### config.mk
export PLATFORM = sky130hd
export DESIGN_NAME = axis_header_arbiter
export DESIGN_NICKNAME = d
export VERILOG_FILES = /design/src/rtl/axis_hdr_pkg.sv /design/src/rtl/axis_header_arbiter_rr_arbiter.sv /design/src/rtl/axis_header_arbiter.sv
export SDC_FILE = /design/constraint.sdc
export NUM_CORES = 1
export LEC_CHECK = 0
export ABC_AREA = 0
export ABC_CLOCK_PERIOD_IN_PS = 2980
export BUFFER_PORTS_ARGS = -buffer_cell sky130_fd_sc_hd__buf_2
export CAP_MARGIN = 40
export CORE_MARGIN = 2
export CORE_UTILIZATION = 41
export CTS_CLUSTER_SIZE = 12
export DETAILED_ROUTE_END_ITERATION = 10
export GPL_TIMING_DRIVEN = 0
export PLACE_DENSITY_LB_ADDON = 0.1
export SLEW_MARGIN = 20
export SYNTH_ARGS = -nofsm -noshare
export SYNTH_HDL_FRONTEND = slang
export SYNTH_SLANG_ARGS = --single-unit
### constraint.sdc
create_clock -name clk -period 2.98 [get_ports clk]
set_input_delay 0.149 -clock clk [delete_from_list [all_inputs] [get_ports clk]]
set_output_delay 0.149 -clock clk [all_outputs]
set_load 0.01 [all_outputs]
### src/rtl/axis_hdr_pkg.sv
// ---------------------------------------------------------------------------
// axis_hdr_pkg
// Shared types and helpers for the AXI-Stream header-insert arbitration path.
//   hdr_state_e : arbiter FSM state encoding (2-bit)
//   rr_pick_t   : result of a round-robin pick (one-hot, index, any-valid)
//   rr_pick()   : combinational round-robin search starting after ptr
// Supports up to RR_MAX_REQ requesters.
// ---------------------------------------------------------------------------
package axis_hdr_pkg;

    typedef enum logic [1:0] {
        IDLE     = 2'd0,
        OFFER    = 2'd1,
        WAIT_EOP = 2'd2
    } hdr_state_e;

    localparam int RR_MAX_REQ = 32;
    localparam int RR_IDX_WD  = 5;

    typedef struct packed {
        logic                  any;
        logic [RR_IDX_WD-1:0]  idx;
        logic [RR_MAX_REQ-1:0] onehot;
    } rr_pick_t;

    // Searches (ptr+1) mod num_req upward with wrap. The loop runs from the
    // farthest candidate to the nearest so the nearest valid one is written
    // last and wins, which avoids an early exit in hardware.
    function automatic rr_pick_t rr_pick(input logic [RR_MAX_REQ-1:0] req,
                                         input int ptr,
                                         input int num_req);
        rr_pick_t r;
        int       c;
        r = '0;
        for (int k = RR_MAX_REQ; k > 0; k--) begin
            if (k <= num_req) begin
                c = ptr + k;
                if (c >= num_req) begin
                    c = c - num_req;
                end
                if (req[c[RR_IDX_WD-1:0]]) begin
                    r.any = 1'b1;
                    r.idx = c[RR_IDX_WD-1:0];
                end
            end
        end
        if (r.any) begin
            r.onehot[r.idx] = 1'b1;
        end
        return r;
    endfunction

endpackage

### src/rtl/axis_header_arbiter_rr_arbiter.sv
// ---------------------------------------------------------------------------
// rr_arbiter
// Round-robin arbiter: combinational one-hot pick plus registered pointer
// holding the last granted index. The requester just served gets the lowest
// priority on the next pick.
// Ports:
//   clk, rst_n  : clock, synchronous active-low reset (pointer -> NUM_REQ-1)
//   req         : request vector
//   grant_en    : when high and a request is present, pointer moves to pick
//   grant       : one-hot pick (zero when no request)
//   grant_idx   : index of the pick
//   grant_any   : at least one request present
// ---------------------------------------------------------------------------
module rr_arbiter #(
    parameter int NUM_REQ = 4,
    parameter int ID_WD   = $clog2(NUM_REQ)
) (
    input  logic               clk,
    input  logic               rst_n,
    input  logic [NUM_REQ-1:0] req,
    input  logic               grant_en,
    output logic [NUM_REQ-1:0] grant,
    output logic [ID_WD-1:0]   grant_idx,
    output logic               grant_any
);
    import axis_hdr_pkg::*;

    logic [ID_WD-1:0] rr_ptr;
    rr_pick_t         pick;
    logic             unused_pick;

    always_comb begin
        pick = rr_pick(RR_MAX_REQ'(req), int'(rr_ptr), NUM_REQ);
    end

    assign grant       = pick.onehot[NUM_REQ-1:0];
    assign grant_idx   = pick.idx[ID_WD-1:0];
    assign grant_any   = pick.any;
    // Upper bits of the generic pick are always zero for this instance.
    assign unused_pick = ^pick;

    always_ff @(posedge clk) begin
        if (!rst_n) begin
            rr_ptr <= ID_WD'(NUM_REQ - 1);
        end else if (grant_en && pick.any) begin
            rr_ptr <= grant_idx;
        end
    end

endmodule

### src/rtl/axis_header_arbiter.sv
// ---------------------------------------------------------------------------
// axis_header_arbiter
// Round-robin scheduler binding exactly one header to each output packet.
// A header is taken from one of NUM_REQ sources, offered to the insert block,
// and the next grant is held off until last_out is accepted on the stream.
//
// State table:
//   IDLE     | pick a requester, pulse its req_ready, latch its header
//   OFFER    | valid_insert high with latched header until ready_insert
//   WAIT_EOP | watch output stream for valid&ready&last, then back to IDLE
//
// Ports:
//   clk, rst_n                      : clock, synchronous active-low reset
//   req_valid/data/keep/byte_cnt    : packed per-requester header inputs
//   req_ready                       : one-hot accept pulse (combinational)
//   valid_insert/data_insert/
//   keep_insert/byte_insert_cnt     : registered header channel to insert blk
//   ready_insert                    : insert block accepts header
//   valid_out/ready_out/last_out    : monitored output stream handshake
//   grant_id                        : index of current owner (registered)
//   timeout_err                     : one-cycle watchdog pulse (optional)
//   busy                            : state != IDLE
//
// Build option: define HDR_ARB_TIMEOUT_EN to add the WAIT_EOP watchdog and
// the timeout_err port. Without it WAIT_EOP waits indefinitely.
// ---------------------------------------------------------------------------
module axis_header_arbiter #(
    parameter int DATA_WD      = 32,
    parameter int DATA_BYTE_WD = DATA_WD / 8,
    parameter int BYTE_CNT_WD  = $clog2(DATA_BYTE_WD),
    parameter int NUM_REQ      = 4,
    parameter int REQ_ID_WD    = $clog2(NUM_REQ),
    parameter int TIMEOUT_CYC  = 1024
) (
    input  logic                            clk,
    input  logic                            rst_n,
    input  logic [NUM_REQ-1:0]              req_valid,
    input  logic [NUM_REQ*DATA_WD-1:0]      req_data,
    input  logic [NUM_REQ*DATA_BYTE_WD-1:0] req_keep,
    input  logic [NUM_REQ*BYTE_CNT_WD-1:0]  req_byte_cnt,
    output logic [NUM_REQ-1:0]              req_ready,
    output logic                            valid_insert,
    output logic [DATA_WD-1:0]              data_insert,
    output logic [DATA_BYTE_WD-1:0]         keep_insert,
    output logic [BYTE_CNT_WD-1:0]          byte_insert_cnt,
    input  logic                            ready_insert,
    input  logic                            valid_out,
    input  logic                            ready_out,
    input  logic                            last_out,
    output logic [REQ_ID_WD-1:0]            grant_id,
`ifdef HDR_ARB_TIMEOUT_EN
    output logic                            timeout_err,
`endif
    output logic                            busy
);
    import axis_hdr_pkg::*;

    hdr_state_e           state;
    logic [NUM_REQ-1:0]   grant;
    logic [REQ_ID_WD-1:0] grant_idx;
    logic                 grant_any;
    logic                 arb_en;
    logic                 eop;

    // Arbitration only in IDLE; gated by reset so no source sees an accept
    // that the held-in-reset FSM would not act on.
    assign arb_en    = (state == IDLE) && rst_n;
    assign req_ready = arb_en ? grant : '0;
    assign eop       = valid_out && ready_out && last_out;
    assign busy      = (state != IDLE);

    rr_arbiter #(
        .NUM_REQ (NUM_REQ),
        .ID_WD   (REQ_ID_WD)
    ) u_rr_arbiter (
        .clk       (clk),
        .rst_n     (rst_n),
        .req       (req_valid),
        .grant_en  (arb_en),
        .grant     (grant),
        .grant_idx (grant_idx),
        .grant_any (grant_any)
    );

`ifdef HDR_ARB_TIMEOUT_EN
    localparam int TO_WD = $clog2(TIMEOUT_CYC + 1);
    logic [TO_WD-1:0] to_cnt;
    logic             to_hit;
    // Leaving on the cycle the count would reach TIMEOUT_CYC.
    assign to_hit = (to_cnt == TO_WD'(TIMEOUT_CYC - 1));
`else
    logic unused_timeout;
    assign unused_timeout = ^TIMEOUT_CYC;
`endif

    always_ff @(posedge clk) begin
        if (!rst_n) begin
            state           <= IDLE;
            valid_insert    <= 1'b0;
            data_insert     <= '0;
            keep_insert     <= '0;
            byte_insert_cnt <= '0;
            grant_id        <= '0;
`ifdef HDR_ARB_TIMEOUT_EN
            to_cnt          <= '0;
            timeout_err     <= 1'b0;
`endif
        end else begin
`ifdef HDR_ARB_TIMEOUT_EN
            timeout_err <= 1'b0;
`endif
            case (state)
                IDLE: begin
                    if (grant_any) begin
                        data_insert     <= req_data[grant_idx*DATA_WD +: DATA_WD];
                        keep_insert     <= req_keep[grant_idx*DATA_BYTE_WD +: DATA_BYTE_WD];
                        byte_insert_cnt <= req_byte_cnt[grant_idx*BYTE_CNT_WD +: BYTE_CNT_WD];
                        grant_id        <= grant_idx;
                        valid_insert    <= 1'b1;
                        state           <= OFFER;
                    end
                end
                OFFER: begin
                    if (ready_insert) begin
                        valid_insert <= 1'b0;
                        state        <= WAIT_EOP;
`ifdef HDR_ARB_TIMEOUT_EN
                        to_cnt       <= '0;
`endif
                    end
                end
                WAIT_EOP: begin
                    if (eop) begin
                        state <= IDLE;
`ifdef HDR_ARB_TIMEOUT_EN
                    end else if (to_hit) begin
                        state       <= IDLE;
                        timeout_err <= 1'b1;
                    end else begin
                        to_cnt <= to_cnt + 1'b1;
`endif
                    end
                end
                default: begin
                    state        <= IDLE;
                    valid_insert <= 1'b0;
                end
            endcase
        end
    end

endmodule

==> results of run 1 <==
## how the worst min path moves through the flow
| stage | start | endpoint |
|---|---|---|
| global placement | ready_insert | state[0] |
| floorplan | ready_insert | state[0] |
| detailed placement | ready_insert | state[0] |
| CTS | ready_insert | state[0] |
| global route | ready_insert | state[0] |
| finish | ready_insert | state[0] |
## final cells by class
type / count / share of cell area (%)
inverters: 23 / 1.71
plain buffers: 41 / 5.28
clock buffers: 7 / 1.51
flip-flops and latches: 45 / 15.8
diodes: 1 / 0.0438
well taps: 111 / 2.43
multi-input cells: 359 / 51.1
repair buffers: 235 / 22.1
## logic make-up (layout without fill, tap and decap cells)
family | Yosys count | after routing | share of synthesized area [%]
AOI/OAI and AO/OA | 160 | 160 | 31.7
and+or+nand+nor | 112 | 112 | 13.5
muxes | 84 | 84 | 22.8
buffers and inverters | 66 | 306 | 7.53
DFF | 45 | 45 | 23.5
adders and majority gates | 3 | 3 | 0.978
other | 0 | 1 | 0
## power groups by stage
| stage | clock [uW] | sequential (uW) | combinational [uW] |
|---|---|---|---|
| 6_report | 412 | 943 | 5660 |
| 3_3_place_gp | 0 | 944 | 4300 |
| 4_1_cts | 421 | 943 | 5030 |
| 2_1_floorplan | 0 | 1030 | 3120 |
| 3_5_place_dp | 0 | 947 | 4390 |
| 5_1_grt | 441 | 966 | 6100 |
## state kept, by name (all words and copies together) (netlist names)
| name | cells |
|---|---|
| data_insert | 32 |
| keep_insert | 4 |
| byte_insert_cnt | 2 |
| grant_id | 2 |
| state | 2 |
| u_rr_arbiter.rr_ptr | 2 |
| valid_insert | 1 |
## routing by layer
layer	global-route usage, %	part of all wire (%)
met1	34.8	41
met2	47.5	49
met3	6.45	7.1
met4	10.6	2.2
met5	0	0
## worst max-delay path: cells and delay by family, from the launching register on
kind	cells	cell delay, ns
DFF	1	0.35
AOI/OAI and AO/OA	3	0.82
buffers and inverters	6	0.75
adders and majority gates	1	0.17
and+or+nand+nor	2	0.39
## timing repair
action                                  4_1_cts  5_1_grt
resized for setup                            73       62
endpoints found under the setup margin       46       41
pin swaps                                     8        7
buffers inserted                             16       12
## per-stage QoR
stage / utilization (%) / worst slack (ns)
6_report: 62.4 / 0.0475
5_1_grt: 62.4 / -0.0190
4_1_cts: 59.7 / -0.0238
3_5_place_dp: 54.9 / -0.896
3_3_place_gp: 54.9 / -0.768
2_1_floorplan: - / -0.0115
## cells in the final DEF (no fill, tap or decap), types with 2 or more instances in the layout
master     Yosys  final
a2111oi_1      3      3
a2111oi_2      0     17
a2111oi_4      1      3
a211oi_1      25     24
a21oi_1        5      4
a221o_1        3      3
a31oi_1        2      2
a32o_2         0      2
and3_1        22     22
buf_12         0      2
buf_2          6    212
buf_4          1     30
buf_6          4      6
buf_8          0      3
clkbuf_1      31     12
clkbuf_2       0      7
clkbuf_4       0      3
clkbuf_8       0      6
dfxtp_1       45     43
dfxtp_2        0      2
ha_4           0      2
inv_1         22     21
mux2_2        18     18
mux2i_1       65     64
nand2_1       65     64
nor2_1        11      7
nor2_2         0      2
nor2_4         0      2
nor2b_1        4      4
nor3_1         4      3
o211a_1        2      2
o211ai_1      56     56
o21ai_0       28     26
o21ai_4        0      2
==> impl_metrics.tcl, run 1 <==
set metrics [dict create \
    ctsHoldBuffers 0 \
    drt_pass1_iterations 4 \
    yosysWarnings 0 \
    grt_max_degree 13 \
    layout.nets 875 \
    antenna_left 0 \
    dieArea_sq_mm 0.0102 \
    synth_cell_types 46 \
    drive_above_1_share_pct 47.6 \
    arrival_ns 2.78 \
    clk_path_buf_depth 2 \
    avgSynthCellArea_sq_um 8.17 \
    hold_ws_ns 0.0762 \
    place_congestion 0.884 \
    post_drt_wl_per_cell_um 17.9 \
    critPathKind "reg -> out" \
    synth_top_area_share_pct 23.5 \
    die_w_um 101 \
    pin_count 208 \
    relSlewSlack_pct 65.1 \
    placed_cells 788 \
    antenna_found_initial 1 \
    ys.flop_type "dfxtp_1" \
    seq_area_sq_um 903 \
    synth_cells 470 \
    drv_slew 0 \
    place_hpwl_mm 10.7 \
    period_needed_ns 2.93 \
    area_growth_pct 48.7 \
    hold_path.class "in -> reg" \
    syn-cell-area_sq_mm 0.00384 \
    drv_cap 0 \
    clock-sinks 45 \
    finalInstanceArea_sq_mm 0.00571 \
    ir_drop_v 0.000467 \
    multiInputGateArea_sq_mm 0.00292 \
    pwr-share-clk_pct 5.9 \
    p_seq_share_pct 13.4 \
    leakagePower_uw 0.00262 \
    h-tree-depth 2 \
    max_freq_mhz 341 \
    async_reset_ff_share_pct 0 \
    clock-root-buffer "clkbuf_8" \
    routed_wl_mm 14.7 \
    report.final.setup_viol 0 \
    viasPerCell 5.73 \
    track_usage_pct 28.2 \
    endpoint "req_ready[0]" \
    ys_seq_area_share_pct 23.5 \
    cp_common_cell "a32o_2" \
    clkSlewWorstSetupHoldPaths_ns 0.09 \
    path_cells "buf_6 -> inv_8 -> clkbuf_16 -> ha_4 -> or3b_1 -> a32o_2 -> a32o_2 -> buf_12 -> o21ai_4 -> buf_8 -> nor3_1 -> buf_2" \
    place_area_sq_mm 0.00502 \
    reg2reg_to "keep_insert[3]" \
    cts_tree "built" \
    grt_first_pass_wirelength_mm 22.8 \
    grt_pass1_vias 4742 \
    rows 35 \
    r2r-start "u_rr_arbiter.rr_ptr[0]" \
    netlist_top_cells_count "mux2i_1 (65), nand2_1 (65), o211ai_1 (56)" \
    drc_errors 0 \
    synth_edf_count 0 \
    critPathMaxStageDelay_ns 0.35 \
    reg2reg_setup_slack_ns 0.11 \
    final_cells 822 \
    start_kind "register" \
    clock_latency_ns 0.31 \
    cp.required_ns 2.83 \
    p_comb_share_pct 80.7 \
    power.internal_uw 3650 \
    tightestPinTransition_ns 0.524 \
    setup_tns_ns 0 \
    cp-end-kind "output port" \
    portBuffers 207 \
    n_fill_cell 857 \
    critPathMaxFanout 10 \
    status "complete, no violations" \
    crit_start "u_rr_arbiter.rr_ptr[0]" \
    synth_nets 635 \
    cts_made_buffers 5 \
    final.period_utilization_pct 98.4 \
    ys_ff_latch 45 \
    finalPower_uw 7010 \
    powerDensity_mw_per_mm2 1230 \
    hold_viol 0 \
    grt-ovfl-total 0 \
    vias 4714 \
    p_switching_uw 3370 \
    p_sw_share_pct 48.0 \
    initial_utilization_pct 42.0 \
    die_h_um 101 \
    drtIter0Drc 302 \
    synth_top_area_cell "dfxtp_1" \
    fp.coreArea_sq_mm 0.00915 \
    synth_area_leaders "dfxtp_1 (23%), mux2i_1 (17%), o211ai_1 (11%)" \
    cp_slowest_cell "dfxtp_2" \
    finClkSkew_ns 0.00880 \
    min_path_cells 2 \
    reg2regPathDepth 11 \
]
No activity file was read; power rests on OpenSTA's default activity.
==> inputs of run 2 (changes only) <==
Settings changed: ABC_AREA 0 to 1, CORE_UTILIZATION 41 to 42, CTS_BUF_LIST from default to sky130_fd_sc_hd__clkbuf_8.
==> impl_metrics.tcl, run 2 <==
set metrics [dict create \
    clock-sinks 45 \
    post_drt_wl_per_cell_um 12.4 \
    die_w_um 97.5 \
    synth_top_area_share_pct 24.5 \
    finalInstanceArea_sq_mm 0.00500 \
    p_switching_uw 3700 \
    cts_tree "built" \
    final_cell_mix "buf_2 (218), nand2_1 (164), nor2_1 (131)" \
    ys_ff_latch 45 \
    path_cells "buf_6 -> inv_4 -> ha_4 -> inv_1 -> nand3_1 -> nand3_1 -> nand2_2 -> nand2_1 -> nand2_2 -> nand2_2 -> buf_6 -> buf_6 -> nor2_2 -> nand2_1 -> nor2_1 -> buf_2" \
    die_h_um 97.5 \
    pin_count 208 \
    clkSlewWorstSetupHoldPaths_ns 0.08 \
    hold_ws_ns 0.0940 \
    cp_slowest_cell "dfxtp_1" \
    drv_cap 0 \
    finalPower_uw 6890 \
    viasPerCell 4.73 \
    avgSynthCellArea_sq_um 5.73 \
    powerDensity_mw_per_mm2 1380 \
    drtIter0Drc 236 \
    holdCritStartpoint "rst_n" \
    syn-cell-area_sq_mm 0.00367 \
    rsz0062_at_grt "false" \
    synth_top_area_cell "dfxtp_1" \
    period_needed_ns 2.67 \
    path_buf_inv 6 \
    routed_wl_mm 12.0 \
    ys.flop_type "dfxtp_1" \
    finClkSkew_ns 0.00948 \
    vias 4573 \
    layout_commonest_cell "buf_2" \
    reg2reg_to "data_insert[10]" \
    drt_pass1_iterations 6 \
    place_hpwl_mm 9.44 \
    synth_edf_count 0 \
    r2r-start "u_rr_arbiter.rr_ptr[0]" \
    layout.nets 1023 \
    final.period_utilization_pct 89.6 \
    place_congestion 0.921 \
    p_sw_share_pct 53.8 \
    tightestPinTransition_ns 0.509 \
    p_comb_share_pct 78.7 \
    drc_errors 0 \
    top_register "data_insert" \
    leakagePower_uw 0.00307 \
    netlist_top_cells_count "nand2_1 (164), nor2_1 (131), inv_1 (103), nand3_1 (103), dfxtp_1 (45)" \
    synth_area_leaders "dfxtp_1 (25%), nand2_1 (17%), nand3_1 (14%)" \
    report.final.setup_viol 0 \
    track_usage_pct 24.9 \
    synth_most_common_cell "nand2_1" \
    status "complete, no violations" \
    hold_viol 0 \
    ys_seq_area_share_pct 24.5 \
    largest_reg_flops 32 \
    cp-end-kind "output port" \
    clock-root-buffer "clkbuf_8" \
    p_seq_share_pct 14.2 \
    cts_made_buffers 5 \
    place_area_sq_mm 0.00484 \
    reg2regPathDepth 16 \
    synth_cells 641 \
    grt_pass1_vias 4295 \
    fp.coreArea_sq_mm 0.00859 \
    cp.required_ns 2.83 \
    rows 34 \
    crit_start "u_rr_arbiter.rr_ptr[0]" \
    clock_latency_ns 0.30 \
    initial_utilization_pct 42.7 \
    drv_slew 0 \
    diodes 0 \
    clk_path_buf_depth 2 \
    grt_max_degree 14 \
    critPathMaxStageDelay_ns 0.36 \
    grt_first_pass_wirelength_mm 19.8 \
    crit_family "simple AND/OR/NAND/NOR gates" \
    max_freq_mhz 375 \
    pwr-share-clk_pct 7.1 \
    yosysWarnings 0 \
    grt-ovfl-total 0 \
    reg2reg_setup_slack_ns 0.64 \
    synth_cell_types 28 \
    synth_nets 806 \
    ir_drop_v 0.000566 \
    critPathKind "reg -> out" \
    setup_tns_ns 0 \
    critPathMaxFanout 10 \
    area_growth_pct 36.2 \
    relSlewSlack_pct 66.1 \
    async_reset_ff_share_pct 0 \
    power.internal_uw 3180 \
    drive_above_1_share_pct 33.8 \
    antenna_found_initial 0 \
    top_regs "data_insert x32, keep_insert x4" \
    min_path_cells 2 \
    h-tree-depth 2 \
    arrival_ns 2.52 \
    hold_path.class "in -> reg" \
    dieArea_sq_mm 0.00950 \
    antenna_left 0 \
    portBuffers 207 \
    start_kind "register" \
    ctsHoldBuffers 0 \
    hold_end "u_rr_arbiter.rr_ptr[1]" \
]
[run 2: changes by cell type in the layout (fill, tap and decap cells not counted), moves of 17 or more]
cell and change:
a211oi_1 -24, nand2_1 +100, nand3_1 +102, a2111oi_2 -17, and3_1 -22, o211ai_1 -55
nor3b_2 +19, nor2_1 +124, inv_1 +83, mux2i_1 -64, o21ai_0 -24, mux2_2 -18
[run 2: final cells by class]
| type | instances | area [sq um] |
|---|---|---|
| plain buffers | 36 | 246 |
| clock buffers | 6 | 82.6 |
| clock inverters | 2 | 33.8 |
| fillers | 886 | 3590 |
| inverters | 109 | 412 |
| multi-input cells | 451 | 2130 |
| flip-flops and latches | 45 | 901 |
| well taps | 108 | 135 |
| repair buffers | 210 | 1060 |
[run 2: worst max-delay path by stage]
stage	endpoint	slack (ns)	cells past startpoint
2_1_floorplan	req_ready[0]	0.86	14
3_3_place_gp	req_ready[2]	0.51	15
3_5_place_dp	req_ready[2]	0.45	15
4_1_cts	req_ready[2]	0.11	15
5_1_grt	req_ready[1]	0.07	16
6_report	req_ready[1]	0.31	16
[run 2: kinds of logic (layout without fill, tap and decap cells)]
logic type | Yosys count | in the layout | synth area share [%]
and+or+nand+nor | 439 | 439 | 55.1
buffers and inverters | 145 | 363 | 17.9
DFF | 45 | 45 | 24.5
AOI/OAI and AO/OA | 9 | 9 | 1.40
adders and majority gates | 3 | 3 | 1.02
[run 2: routing by layer]
| metal | part of all wire, % | vias up | global-route usage, % |
|---|---|---|---|
| met2 | 48 | 163 | 41.8 |
| met5 | 0 | - | 0 |
| li1 | - | 2365 | - |
| met3 | 7.4 | 15 | 4.89 |
| met1 | 44 | 2030 | 33.1 |
| met4 | 1.2 | 0 | 5.66 |
[run 2: power groups by stage]
stage | registers [uW] | clock network, uW | logic, uW
3_3_place_gp | 987 | 0 | 5220
4_1_cts | 981 | 501 | 5340
6_report | 981 | 488 | 5420
2_1_floorplan | 1090 | 0 | 3820
5_1_grt | 1010 | 526 | 6130
3_5_place_dp | 994 | 0 | 5330
[run 2: timing repair]
| action | 4_1_cts | 5_1_grt |
|---|---|---|
| gates resized for setup | 0 | 2 |
| setup endpoints to repair | 0 | 4 |
| setup buffers | 0 | 3 |
[run 2: metrics by stage]
step | setup WS [ns] | utilization (%) | std cells
final | 0.310 | 58.2 | 967
after global routing | 0.0699 | 58.2 | 967
after CTS | 0.107 | 57.7 | 964
after detailed placement | 0.453 | 56.3 | 956
after global placement | 0.507 | 56.3 | 956
after floorplan | 0.859 | - | 641
==> inputs of run 3 (changes only) <==
Settings changed: CORE_ASPECT_RATIO from default to 0.8.
==> impl_metrics.tcl, run 3 (same netlist as run 2, synthesis figures left out) <==
set metrics [dict create \
    arrival_ns 2.58 \
    max_freq_mhz 367 \
    final.period_utilization_pct 91.4 \
    ctsHoldBuffers 0 \
    drc_errors 0 \
    critPathMaxFanout 10 \
    hold_end "u_rr_arbiter.rr_ptr[1]" \
    reg2regPathDepth 16 \
    post_drt_wl_per_cell_um 12.5 \
    tightestPinTransition_ns 0.482 \
    finClkSkew_ns 0.00375 \
    largest_reg_flops 32 \
    die_h_um 87.6 \
    use_met2_pct 42.6 \
    routed_wl_mm 12.1 \
    clkSlewWorstSetupHoldPaths_ns 0.09 \
    h-tree-depth 2 \
    antenna_left 0 \
    cp.required_ns 2.83 \
    top_regs "data_insert x32, keep_insert x4" \
    grt-ovfl-total 0 \
    cts_tree "built" \
    p_seq_share_pct 14.6 \
    global_route.peak_usage_layer "met2" \
    reg2reg_setup_slack_ns 0.47 \
    fp.coreArea_sq_mm 0.00848 \
    drt_pass1_iterations 5 \
    setup_tns_ns 0 \
    clock-root-buffer "clkbuf_8" \
    layout_commonest_cell "buf_2" \
    p_switching_uw 3690 \
    rows 30 \
    rsz0062_at_grt "false" \
    pin_count 208 \
    ir_drop_v 0.000616 \
    grt_pass1_vias 4143 \
    relSlewSlack_pct 67.9 \
    drtIter0Drc 241 \
    p_comb_share_pct 79.7 \
    status "complete, no violations" \
    powerDensity_mw_per_mm2 1360 \
    hold_viol 0 \
    die_w_um 109 \
    layout.nets 1021 \
    p_sw_share_pct 55.0 \
    pwr-share-clk_pct 5.6 \
    use_met3_pct 4.32 \
    post-route-util_pct 58.2 \
    clock_latency_ns 0.29 \
    reg2reg_to "data_insert[16]" \
    drive_above_1_share_pct 33.5 \
    cts_made_buffers 5 \
    cp-end-kind "output port" \
    min_path_cells 2 \
    vias 4620 \
    final_cell_mix "buf_2 (218), nand2_1 (164), nor2_1 (131)" \
    finalInstanceArea_sq_mm 0.00494 \
    grtUsageMet1_pct 32.5 \
    place_area_sq_mm 0.00485 \
    area_growth_pct 34.5 \
    viasPerCell 4.77 \
    initial_utilization_pct 43.3 \
    diodes 0 \
    place_congestion 0.916 \
    clk_path_buf_depth 2 \
    hold_path.class "in -> reg" \
    drv_cap 0 \
    antenna_found_initial 0 \
    grt_first_pass_wirelength_mm 18.8 \
    grt_max_degree 14 \
    hold_ws_ns 0.0916 \
    period_needed_ns 2.72 \
    place_hpwl_mm 9.57 \
    clock-sinks 45 \
    top_register "data_insert" \
    dieArea_sq_mm 0.00951 \
    start_kind "register" \
    critPathKind "reg -> out" \
    leakagePower_uw 0.00305 \
    portBuffers 207 \
    power.internal_uw 3030 \
    r2r-start "u_rr_arbiter.rr_ptr[0]" \
    report.final.setup_viol 0 \
    track_usage_pct 24.8 \
    drv_slew 0 \
    holdCritStartpoint "rst_n" \
]
[run 3: per-stage QoR]
step           setup slack (ns)  power, uW  std cells
2_1_floorplan             0.859       4910        641
3_3_place_gp              0.534       6210        960
3_5_place_dp              0.490       6330        960
4_1_cts                   0.150       6720        968
5_1_grt                  0.0473       7440        969
6_report                  0.255       6720        969
[run 3: layout make-up]
cell class / count / area, sq um
Inverter: 109 / 412
Clock inverter: 3 / 13.8
Timing Repair Buffer: 208 / 1040
Buffer: 36 / 246
Fill cell: 920 / 3550
Tap cell: 112 / 140
Multi-Input combinational cell: 451 / 2110
Sequential cell: 45 / 901
Clock buffer: 5 / 68.8
[run 3: metal layers]
layer	vias to the layer above	wire (um)	part of all wire [%]
met2	179	5640	46
met4	0	154	1.3
li1	2355	-	-
met1	2072	5440	45
met5	-	0	0
met3	14	924	7.6
[run 3: worst max-delay path by stage]
stage,startpoint,to,slack (ns),cells past startpoint
floorplan,u_rr_arbiter.rr_ptr[0],req_ready[0],0.86,14
global placement,u_rr_arbiter.rr_ptr[0],req_ready[2],0.53,15
detailed placement,u_rr_arbiter.rr_ptr[0],req_ready[2],0.49,15
CTS,u_rr_arbiter.rr_ptr[0],req_ready[2],0.15,15
global route,u_rr_arbiter.rr_ptr[0],req_ready[2],0.05,15
finish,u_rr_arbiter.rr_ptr[0],req_ready[3],0.26,16
[run 3: power groups by stage]
stage / registers (uW) / logic (uW) / clock network [uW]
2_1_floorplan: 1090 / 3820 / 0
3_3_place_gp: 984 / 5230 / 0
3_5_place_dp: 996 / 5340 / 0
4_1_cts: 982 / 5350 / 392
5_1_grt: 1010 / 6020 / 416
6_report: 983 / 5360 / 379
[run 3: what timing repair did]
item,4_1_cts,5_1_grt
setup buffers,0,1
hold endpoints to repair,0,0
resized for setup,0,0
setup endpoints to repair,0,1
[run 3: worst max-delay path, stage by stage, from the launching register on]
cell,delay (ns)
dfxtp_1,0.36
buf_6,0.15
inv_4,0.06
ha_1,0.33
inv_1,0.08
nand3_1,0.09
nand3_1,0.10
nand2_2,0.11
nand2_1,0.07
nand2_2,0.07
nand2_2,0.07
buf_6,0.15
buf_6,0.14
nor2_2,0.12
nand2_1,0.12
nor2_1,0.11
buf_2,0.14
